### config.mk
export PLATFORM = sky130hd
export DESIGN_NAME = switch_debounce
export DESIGN_NICKNAME = d
export VERILOG_FILES = /design/src/rtl/switch_debounce.sv
export SDC_FILE = /design/constraint.sdc
export NUM_CORES = 1
export LEC_CHECK = 0
export BUFFER_PORTS_ARGS = -buffer_cell sky130_fd_sc_hd__buf_2
export CAP_MARGIN = 20
export CORE_MARGIN = 2
export CORE_UTILIZATION = 55
export CTS_BUF_LIST = sky130_fd_sc_hd__clkbuf_2
export CTS_CLUSTER_SIZE = 12
export DETAILED_ROUTE_END_ITERATION = 8
export PLACE_DENSITY = 0.77
export RECOVER_POWER = 25
export SYNTH_ARGS = -nofsm -noshare
export SYNTH_HDL_FRONTEND = slang
export SYNTH_SLANG_ARGS = --single-unit
### constraint.sdc
create_clock -name clk -period 2.5 [get_ports clk]
set_input_delay 0.125 -clock clk [delete_from_list [all_inputs] [get_ports clk]]
set_output_delay 0.125 -clock clk [all_outputs]
set_load 0.02 [all_outputs]
### src/rtl/switch_debounce.sv
// Per-bit synchroniser and stability-counter debouncer for the slide-switch bank.
// Drives a clean registered switch vector plus one-cycle rise/fall/changed pulses.
module switch_debounce #(
    parameter int unsigned WIDTH         = 6,
    parameter int unsigned STABLE_CYCLES = 16,
    parameter int unsigned SYNC_STAGES   = 2
) (
    input  logic             clk,
    input  logic             rst_n,
    input  logic [WIDTH-1:0] switch,
    output logic [WIDTH-1:0] switch_clean,
    output logic [WIDTH-1:0] rise,
    output logic [WIDTH-1:0] fall,
    output logic             changed
);

    localparam int unsigned     CntW   = $clog2(STABLE_CYCLES);
    localparam logic [CntW-1:0] CntMax = CntW'(STABLE_CYCLES - 1);

    logic [SYNC_STAGES-1:0][WIDTH-1:0] sync_q;
    logic [WIDTH-1:0]                  sync_out;

    logic [WIDTH-1:0][CntW-1:0] cnt_q, cnt_d;
    logic [WIDTH-1:0]           clean_q, clean_d;
    logic [WIDTH-1:0]           rise_q, rise_d;
    logic [WIDTH-1:0]           fall_q, fall_d;
    logic                       changed_q;

    // Plain flop chain: stage 0 takes the raw pin, no logic between stages.
    always_ff @(posedge clk or negedge rst_n) begin
        if (!rst_n) begin
            sync_q <= '0;
        end else begin
            sync_q <= {sync_q[SYNC_STAGES-2:0], switch};
        end
    end

    assign sync_out = sync_q[SYNC_STAGES-1];

    always_comb begin
        cnt_d   = cnt_q;
        clean_d = clean_q;
        rise_d  = '0;
        fall_d  = '0;
        for (int i = 0; i < int'(WIDTH); i++) begin
            if (sync_out[i] == clean_q[i]) begin
                cnt_d[i] = '0;
            end else if (cnt_q[i] < CntMax) begin
                cnt_d[i] = cnt_q[i] + 1'b1;
            end else begin
                // Final differing cycle: commit the new level instead of wrapping.
                cnt_d[i]   = '0;
                clean_d[i] = sync_out[i];
                rise_d[i]  = sync_out[i];
                fall_d[i]  = ~sync_out[i];
            end
        end
    end

    always_ff @(posedge clk or negedge rst_n) begin
        if (!rst_n) begin
            cnt_q     <= '0;
            clean_q   <= '0;
            rise_q    <= '0;
            fall_q    <= '0;
            changed_q <= 1'b0;
        end else begin
            cnt_q     <= cnt_d;
            clean_q   <= clean_d;
            rise_q    <= rise_d;
            fall_q    <= fall_d;
            changed_q <= |(rise_d | fall_d);
        end
    end

    assign switch_clean = clean_q;
    assign rise         = rise_q;
    assign fall         = fall_q;
    assign changed      = changed_q;

endmodule

==> results.toml <==
[placement]
detailed_placement_hpwl_um = 2360
gpl.final_weighted_congestion = 0.721
placedCellCount = 220
placement.io_buffers = 26
place_worst_setup_slack_ps = 1040

[yosys]
synth_area_leader_cell = "sky130_fd_sc_hd__dfrtp_1"
syn-cell-area_um2 = 2050
ys_ff_latch = 55
synthDistinctLibCells = 20
post_synth.cell_area_avg_um2 = 14.1
synthCells = 145
synth_top_cell_area_share = 0.672
dominantRegCellSynth = "sky130_fd_sc_hd__dfrtp_1"
synth-seq-area-share = 0.672
synth.most_common_cell = "sky130_fd_sc_hd__dfrtp_1"
synth.area.top_cells = "sky130_fd_sc_hd__dfrtp_1, sky130_fd_sc_hd__xnor2_1, sky130_fd_sc_hd__nor3b_1"
netlist_top_cells_count = "sky130_fd_sc_hd__dfrtp_1, sky130_fd_sc_hd__nor3b_1, sky130_fd_sc_hd__xnor2_1"
synth-async-reset-ratio = 1.00
synth_edf_count = 0
warnings_from_yosys = 0
synth_nets = 159

[critical_path]
rr_endpoint = "changed"
critical_path.endpoint_type = "async pin"
worst_setup_path_start_kind = "input pin"
crit_chain = "dlygate4sd3_1 > clkbuf_1 > buf_4"
worstPathRequired_ps = 3110
worstPathBufferInverterCount = 3
worst_path_max_delay_cell = "sky130_fd_sc_hd__clkbuf_1"
critical_path.endpoint = "fall[2]"
worst_r2r_startpoint = "cnt_q[4]"
critPathLaunch = "rst_n"
cp_slowest_stage_delay_ps = 1040
cpLargestDelayFamily = "buffers and inverters"
worstPathMaxFanout = 28
rr_worst_depth = 4
path_class = "input pin to async pin"
worst-r2r-setup-slack_ps = 1020
cp_data_arrival_time_ps = 2210
worst-path-stages = 3

[floorplan]
io_pins = 27
row_count = 22
coreArea_um2 = 3630
die_width_um = 65.0
die-area_um2 = 4230
die_y_um = 65.0
floorplan.initialDensity = 0.564

[power_and_ir_drop]
power.static_leakage_uw = 0.00112
power_density_nw_per_um2 = 578
maximum_vdd_ir_drop_v = 0.000396

[sta]
timing.fmax_mhz = 626
hold_violations = 0
grt_setup_unrepaired = "false"
worst-slew-pin-transition_ps = 1440
setup-tns-final_ps = 0
setup_ws_ps = 901
total_count_of_max_transition_violations_in_the_final_report = 0
setup_viol = 0
clock_skew_after_layout_ps = 15.7
timing.max_slew.rel_slack = 0.0423
post-route-period-util = 0.639
period_minus_slack_ps = 1600

[global_routing]
overflow = 0
grt_antenna_before_repair = 0
groute.usage.overall = 0.182
number_of_global_route_vias_before_repair = 1294
global_route_wire_length_before_repair_um = 5690
grt_max_degree = 29

[clock_tree]
clockRootBuffer = "sky130_fd_sc_hd__clkbuf_2"
clock_path_buffers = 2
worstSkewPairLatency_ps = 420
postCtsResizedCells = 0
htree_depth = 2
cts_post_setup_buffers_inserted = 0
clkSinkCount = 55
clock_tree_from_tritoncts = "yes"
cts_buffers = 5
worst_setup_hold_path_clk_slew_ps = 240
postCtsHoldBufs = 7

[cells_and_area]
num-fill-cells = 296
flow.area_growth_from_synthesis_pct = 14.5
layout-drive-gt1-share = 0.216
nets = 200
num_antenna_cells = 0
finalNonFillerCells = 233

[detailed_routing]
detailroute.via_count = 1260
viasPerCell = 5.41
route.detailed.wl_per_inst_um = 14.2
ant_nets = 0
dr.pass1.iters = 4
detail_route.wirelength_um = 3320
detail_route.iter0.violations = 66
post-route-drc-count = 0

[min_path]
timing.hold.worst.class = "input pin to flip-flop"

[flow_run]
timing.max_cap.violations = 0

[status]
status = "completed"
==> routing by layer <==
layer | track usage | share of wire | vias to the layer above
met4 | 0.0755 | 0.017 | 0
met2 | 0.314 | 0.52 | 30
met3 | 0.0608 | 0.040 | 5
met1 | 0.207 | 0.42 | 620
li1 | - | - | 605
met5 | 0 | 0 | -
==> cell usage in the layout, fill, tap and decap left out, types with 2 or more instances in the layout <==
cell and instances:
sky130_fd_sc_hd__and2b_1 2, sky130_fd_sc_hd__nor2_1 6, sky130_fd_sc_hd__buf_2 25, sky130_fd_sc_hd__nand3_1 6
sky130_fd_sc_hd__a311oi_1 8, sky130_fd_sc_hd__a31oi_1 2, sky130_fd_sc_hd__clkbuf_2 6, sky130_fd_sc_hd__dlygate4sd3_1 7
sky130_fd_sc_hd__nand4b_1 4, sky130_fd_sc_hd__mux2_2 6, sky130_fd_sc_hd__a21oi_1 8, sky130_fd_sc_hd__a21o_1 2
sky130_fd_sc_hd__nor3b_1 12, sky130_fd_sc_hd__dfrtp_1 55, sky130_fd_sc_hd__o22ai_1 3, sky130_fd_sc_hd__ha_1 6
sky130_fd_sc_hd__nor2b_1 3, sky130_fd_sc_hd__inv_1 4, sky130_fd_sc_hd__o21ai_0 4, sky130_fd_sc_hd__xnor2_1 11
==> worst reg2reg max path, cell delays in order, from the launching register on <==
cell,delay (ps)
sky130_fd_sc_hd__dfrtp_1,460
sky130_fd_sc_hd__ha_1,260
sky130_fd_sc_hd__nand3_1,180
sky130_fd_sc_hd__o22ai_1,120
sky130_fd_sc_hd__or3_1,370
==> cell families (layout without fill, tap and decap cells) <==
kind of cell	count (synthesis)	count (layout)	synth area share
xor gates and xnor gates	12	12	0.0549
muxes	6	6	0.0330
AOI/OAI and AO/OA	27	27	0.0861
and+or+nand+nor	35	35	0.111
adders and majority gates	6	6	0.0366
DFF	55	55	0.672
buffers and inverters	4	44	0.00732
==> state kept, by name, indices dropped and copies added, names as in the netlist <==
register,count
rise,6
changed,1
cnt_q,24
switch_clean,6
sync_q,6
sync_out,6
fall,6
==> final cells by class <==
| class | count | area, um2 | share of cell area |
|---|---|---|---|
| clock buffer | 6 | 30.0 | 0.0128 |
| multi-input combinational | 86 | 658 | 0.281 |
| tap | 48 | 60.1 | 0.0256 |
| timing repair buffer | 34 | 206 | 0.0880 |
| sequential | 55 | 1380 | 0.587 |
| inverter | 4 | 15.0 | 0.00640 |
==> worst min path at each step <==
stage               depth (start not counted)  slack [ps]      start   endpoint
floorplan                                   0        -170      rst_n    changed
global placement                            1         140      rst_n  cnt_q[15]
global route                                2         290  switch[0]  sync_q[0]
finish                                      2         310  switch[4]  sync_q[4]
detailed placement                          1         160      rst_n    rise[3]
CTS                                         2         210      rst_n    rise[3]
==> power breakdown <==
group,switching [uW],internal [uW]
Sequential,32.4,924
Clock,244,63.0
Combinational,47.3,45.4
==> metrics by stage <==
step	hold WS, ps	power [uW]	utilization	area (um2)
6_report	315	1360	0.646	2350
5_1_grt	286	1420	0.646	2350
4_1_cts	205	1370	0.646	2350
3_5_place_dp	165	1060	0.618	2250
3_3_place_gp	145	1050	0.618	2250
2_1_floorplan	-171	1020	-	2050
No activity file was read; power rests on OpenSTA's default activity.
